`src/rtl/puf_vote_ctrl.sv`:
```
// rtl/puf_vote_ctrl.sv - arbiter PUF controller: repeated races per challenge, per-bit majority vote
module puf_vote_ctrl #(
    parameter int N      = 128,
    parameter int M      = 128,
    parameter int NEVAL  = 5,
    parameter int SETTLE = 4,
    parameter int RELAX  = 2
) (
    input  logic         clk,
    input  logic         rst,
    input  logic         chal_valid,
    output logic         chal_ready,
    input  logic [N-1:0] challenge,
    output logic [N-1:0] chal_out,
    output logic         race,
    input  logic [M-1:0] arb_resp,
    output logic         resp_valid,
    input  logic         resp_ready,
    output logic [M-1:0] response,
    output logic [M-1:0] unstable
);

    localparam int CW   = $clog2(NEVAL + 1);
    localparam int TMAX = (SETTLE > RELAX) ? SETTLE : RELAX;
    localparam int TW   = $clog2(TMAX + 1);

    typedef enum logic [1:0] {
        ST_IDLE,
        ST_SETTLE,
        ST_RELAX,
        ST_DONE
    } state_t;

    state_t        state;
    state_t        state_nxt;
    logic [TW-1:0] timer;
    logic [CW-1:0] evals;
    logic [CW-1:0] votes [M];
    logic          last_settle;
    logic          done_entry;

    always_comb begin
        state_nxt   = state;
        last_settle = 1'b0;
        case (state)
            ST_IDLE: begin
                if (chal_valid) state_nxt = ST_SETTLE;
            end
            ST_SETTLE: begin
                if (timer == TW'(SETTLE - 1)) begin
                    last_settle = 1'b1;
                    state_nxt   = ST_RELAX;
                end
            end
            ST_RELAX: begin
                if (timer == TW'(RELAX - 1))
                    state_nxt = (evals < CW'(NEVAL)) ? ST_SETTLE : ST_DONE;
            end
            ST_DONE: begin
                if (resp_ready) state_nxt = ST_IDLE;
            end
            default: state_nxt = ST_IDLE;
        endcase
    end

    assign done_entry = (state == ST_RELAX) && (state_nxt == ST_DONE);
    assign chal_ready = (state == ST_IDLE);
    assign resp_valid = (state == ST_DONE);

    always_ff @(posedge clk) begin
        if (rst) begin
            state    <= ST_IDLE;
            timer    <= '0;
            evals    <= '0;
            race     <= 1'b0;
            chal_out <= '0;
            response <= '0;
            unstable <= '0;
            for (int i = 0; i < M; i++) votes[i] <= '0;
        end else begin
            state <= state_nxt;
            // race is a flop decoded from the next state so the arbiter launch never glitches
            race  <= (state_nxt == ST_SETTLE);
            if (state_nxt != state)
                timer <= '0;
            else if (state == ST_SETTLE || state == ST_RELAX)
                timer <= timer + TW'(1);

            if (state == ST_IDLE && chal_valid) begin
                chal_out <= challenge;
                evals    <= '0;
                for (int i = 0; i < M; i++) votes[i] <= '0;
            end

            if (last_settle) begin
                evals <= evals + CW'(1);
                for (int i = 0; i < M; i++) votes[i] <= votes[i] + CW'(arb_resp[i]);
            end

            if (done_entry) begin
                for (int i = 0; i < M; i++) begin
                    response[i] <= (votes[i] > CW'(NEVAL / 2));
                    unstable[i] <= (votes[i] != '0) && (votes[i] != CW'(NEVAL));
                end
            end
        end
    end

endmodule

```
`config.mk`:
```
export PLATFORM = sky130hd
export DESIGN_NAME = puf_vote_ctrl
export DESIGN_NICKNAME = d
export VERILOG_FILES = /design/src/rtl/puf_vote_ctrl.sv
export SDC_FILE = /design/constraint.sdc
export NUM_CORES = 1
export LEC_CHECK = 0
export ABC_AREA = 1
export ABC_CLOCK_PERIOD_IN_PS = 6300
export BUFFER_PORTS_ARGS = -buffer_cell sky130_fd_sc_hd__buf_2
export CORE_MARGIN = 2
export CORE_UTILIZATION = 51
export CTS_BUF_LIST = sky130_fd_sc_hd__clkbuf_16
export DETAILED_ROUTE_END_ITERATION = 8
export PLACE_DENSITY = 0.83
export SLEW_MARGIN = 10
export SYNTH_ARGS = -nofsm -noshare
export SYNTH_HDL_FRONTEND = slang
export SYNTH_SLANG_ARGS = --single-unit
```
`constraint.sdc`:
```
create_clock -name clk -period 6.3 [get_ports clk]
set_clock_uncertainty 0.2 [all_clocks]
set_input_delay 0.63 -clock clk [delete_from_list [all_inputs] [get_ports clk]]
set_output_delay 0.63 -clock clk [all_outputs]
set_load 0.005 [all_outputs]
```
== Yosys cells after proc, flatten, opt, wreduce, memory -nomap -nowiden ==
Memories as Yosys holds them, arrays and structs flattened.
Index checks and enable logic that the tools add are counted.

* $add $sub $neg: 130
* Order comparisons: 129
* Eq/ne operators: 136
* Multiplexer cells: 274
* Bitwise gates (word level): 256
* Reductions and logical operators: 262

{| class="wikitable"
|+ Operator list
! operator !! number
|-
| 2-to-1 mux 3 bit || 258
|-
| adder 3 x 1 -> 3 bit || 128
|-
| greater-than comparator 3 x 2 -> 1 bit (second input constant) || 128
|-
| != test 3 bit (second input constant) || 128
|-
| nonzero test 3 bit || 128
|-
| OR 1 bit || 256
|-
| logical AND 1 bit || 130
|-
| 2-to-1 mux 1 bit || 10
|-
| 2-to-1 mux 2 bit || 5
|-
| case mux 2 bit (4 select lines) || 1
|-
| adder 3 x 1 -> 3 bit (second input constant) || 2
|-
| == test 2 bit (second input constant) || 3
|-
| == test 2 x 1 -> 1 bit (second input constant) || 2
|-
| == test 3 x 1 -> 1 bit (second input constant) || 1
|-
| == test 3 x 2 -> 1 bit (second input constant) || 1
|-
| < comparator 3 bit (second input constant) || 1
|-
| logical NOT 2 bit || 1
|-
| != test 2 bit || 1
|-
| nonzero test 2 bit || 1
|-
| OR reduction 2 bit || 1
|-
| logical OR 1 bit || 1
|}

* Bits in registers: 393
* Memory bits (writable): 384
* Input bits: 260
* Output and inout port bits: 387
* Word-level logic and storage cells: 1,195
* Memories kept: 1

{| class="wikitable"
|+ Memory list
! memory !! depth !! width !! rd ports !! clocked after memory_dff !! write ports !! line !! text
|-
| votes || 128 || 3 || 128 || 0 || 128 || 38 || <nowiki>logic [CW-1:0] votes [M];</nowiki>
|}

== Longest topological paths before layout ==
* Depth after elaboration: 7
* Depth in mapped cells: 14
* Gate-level depth less buffers: 12

== Worst setup path after synthesis ==
Ideal clock, no wire load.

* Kind: input to register
* Start point: input port rst
* End point: memory votes[0][100] (netlist bit), enable pin
* Library setup time: 1,529 ps
* Data arrival time: 4,623 ps
* Data required time: 4,571 ps
* Setup slack: -52 ps
* Stages on the path: 5
* Buffers on the path: 3
* Cells stage by stage: buf_2 a21oi_1 clkbuf_1 buf_2 nand2_1

{| class="wikitable"
|+ RTL lines
! item !! line !! text
|-
| start: declaration || 10 || <nowiki>input logic rst,</nowiki>
|-
| end: declaration || 38 ||
|}

==> out/results.tsv <==
stage	metric	value	unit
setup_path	reg2reg_slack	3040	ps
grt	grt_max_degree	199	
logic_synthesis	ys_ff_latch	777	
logic_synthesis	synth.avg_cell_area	9.66	sq um
cts	cts.path.max_buffers	3	
pwr	p_per_area	353	mW/mm^2
place	port_buffers	646	
pwr	switchingPower	4.37	mW
detailed_routing	first_iter_violations	1848	
sta	fmax	306	MHz
sta	grt_setup_unrepaired	no	
floorplanning	floorplan.initialDensity	51.5	%
grt	grt_pass1_wl	132000	microns
setup_path	cp.required	6410	ps
grt	grt_pass1_vias	24404	
sta	final-setup-viol-count	0	
run	drv_cap	0	
sta	worstMarginPinSlew	1190	ps
detailed_routing	first_pass_iters	6	
floorplanning	fp.dieH	264	microns
setup_path	worstSetupStartpointType	register	
grt	grt.total_usage	24.3	%
sta	fin_setup_tns	0	ps
place	hpwl	61000	microns
pwr	p_leak	19.8	nW
logic_synthesis	ys.flop_type	dfxtp_1	
sta	fin_crit_sh	51.8	%
place	place_congestion	0.950	
cts	cts_root_buf	clkbuf_16	
pwr	seqPwrFrac	47.5	%
setup_path	crit_fanout	198	
cells_and_area	nets	4728	
detailed_routing	viasPerCell	4.98	
logic_synthesis	ys_async_sr_fraction	0	%
pwr	switching_share	30.0	%
logic_synthesis	netlist_instances	3580	
logic_synthesis	synth_top_area_share	33.1	%
cts	clock_latency	620	ps
cells_and_area	area.growth.synth_to_final	19.5	%
pwr	ir_drop	0.253	mV
detailed_routing	ant_nets	0	
sta	whs	43.0	ps
worst_hold_path	hp-class	in -> reg	
logic_synthesis	yosys.area.top_type	edfxtp_1	
setup_path	arrival	3380	ps
cts	cts_num_sinks	777	
logic_synthesis	synth_cell_type_count	25	
detailed_routing	drc	0	
detailed_routing	num_vias	25714	
sta	final.min_clock_period	3260	ps
cts	htree_num_levels	3	
logic_synthesis	synth_edf_count	381	
setup_path	crit_path_end_kind	register	
cts	cts_tree	built	
detailed_routing	wl_per_cell	17.1	microns
pwr	power_frac_comb	19.9	%
logic_synthesis	netlist_area	0.0346	sq mm
detailed_routing	wirelength	88100	microns
sta	timing.final.ws_setup	3040	ps
floorplanning	die-area	0.0699	sq mm
grt	grt_overflow	0	
sta	hold_viol	0	
pwr	p_int	10.2	mW
place	place_ws	3070	ps
grt	antenna_found_initial	44	
sta	maxSlewViolCount	0	
floorplanning	rows	95	
sta	maxSlewHeadroom	20.5	%
cts	clk_pin_slew	60	ps
setup_path	worstSetupPathType	reg -> reg	
logic_synthesis	yosysWarnings	0	
floorplanning	core	0.0672	sq mm
logic_synthesis	synthTopCellsByArea	edfxtp_1 33%, dfxtp_1 23%, nor2_1 11%	
cts	post-cts-setup-buffer-count	0	
logic_synthesis	synth_most_common_cell	nor2_1	
logic_synthesis	synth_common_cells	1033 x nor2_1, 541 x nand2_1, 396 x dfxtp_1	
cts	numCtsBuffers	82	
pwr	pwr-share-clk	32.6	%
floorplanning	io-pin-count	647	
floorplanning	fp.dieW	264	microns
status	outcome	complete, no violations	
logic_synthesis	synth-seq-area-share	56.0	%
logic_synthesis	syn-num-nets	4104	
cells_and_area	layout-drive-gt1-share	18.6	%
-- logic make-up after synthesis --
family          synth area share [%]
flops                           56.0
compound gates                  5.31
fa+ha+maj                       9.55
simple gates                    17.3
buf+inv                         5.39
xor+xnor                        6.51
-- layout make-up --
| cell class | instances | area [sq um] |
|---|---|---|
| Antenna cell | 19 | 47.5 |
| Clock buffer | 84 | 2100 |
| Clock inverter | 69 | 528 |
| Fill cell | 5324 | 25800 |
| Inverter | 273 | 1040 |
| Multi-Input combinational cell | 2375 | 13400 |
| Sequential cell | 777 | 19400 |
| Tap cell | 873 | 1090 |
| Timing Repair Buffer | 695 | 3770 |
-- flip-flops by register name, indices dropped and copies added (netlist names) --
| signal | flops |
|---|---|
| votes | 384 |
| chal_out | 128 |
| response | 128 |
| unstable | 128 |
| evals | 3 |
| timer | 3 |
| state | 2 |
| race | 1 |
-- what timing repair did --
| action | CTS | global route |
|---|---|---|
| hold buffers | 32 | 0 |
| setup endpoints to repair | 0 | 0 |
| hold endpoints to repair | 32 | 0 |
| gates resized for setup | 0 | 0 |
-- through the flow --
step	area [sq um]	utilization (%)	total power, mW	instances
floorplan	34600	-	8.86	3580
global placement	38400	57.1	9.76	4961
detailed placement	38400	57.1	9.87	4961
CTS	41300	61.5	14.7	5146
global route	41300	61.6	15.3	5162
finish	41300	61.6	14.6	5165
-- layout by cell type (no fill, tap or decap), types with 7 or more instances in the layout --
| master | instances |
|---|---|
| inv_1 | 282 |
| buf_12 | 7 |
| clkinv_1 | 18 |
| nand2_1 | 539 |
| edfxtp_1 | 381 |
| a22o_1 | 128 |
| xnor2_1 | 128 |
| bufinv_16 | 7 |
| buf_4 | 10 |
| xor2_1 | 129 |
| dfxtp_1 | 396 |
| buf_2 | 646 |
| clkbuf_16 | 84 |
| diode_2 | 19 |
| a21oi_1 | 133 |
| dlygate4sd3_1 | 32 |
| nor2_1 | 1032 |
| clkinv_2 | 20 |
| ha_1 | 264 |
-- power groups by stage --
stage | combinational, mW | clock, mW | sequential (mW)
2_1_floorplan | 1.87 | 0 | 6.99
3_3_place_gp | 2.80 | 0 | 6.95
3_5_place_dp | 2.87 | 0 | 7.00
4_1_cts | 2.92 | 4.83 | 6.91
5_1_grt | 3.29 | 5.03 | 7.03
6_report | 2.90 | 4.75 | 6.93
-- worst max-delay path, cell delays in order (launching register included) --
cell and delay [ps]:
dfxtp_1 440, inv_2 90, ha_1 230, nand2_2 250
nor2_1 220, inv_8 490, buf_12 610, nor2_1 140
-- worst paths after layout --
path	from	to	cells past startpoint
min reg2reg	evals[2]$_SDFFE_PP0P_	evals[2]$_SDFFE_PP0P_	1
min	challenge[86]	chal_out[86]$_SDFFE_PP0P_	2
max reg2reg	state[1]$_SDFF_PP0_	votes[0][146]$_SDFFCE_PN0P_	7
max	state[1]$_SDFF_PP0_	votes[0][146]$_SDFFCE_PN0P_	7
-- routing by layer --
layer | global-route usage, % | part of all wire (%) | up-vias
met3 | 5.04 | 6.5 | 237
met2 | 43.6 | 50 | 856
met5 | 0 | 0.089 | -
met1 | 26.9 | 38 | 11839
li1 | - | - | 12768
met4 | 13.1 | 5.4 | 14
No activity file was read; power rests on OpenSTA's default activity.
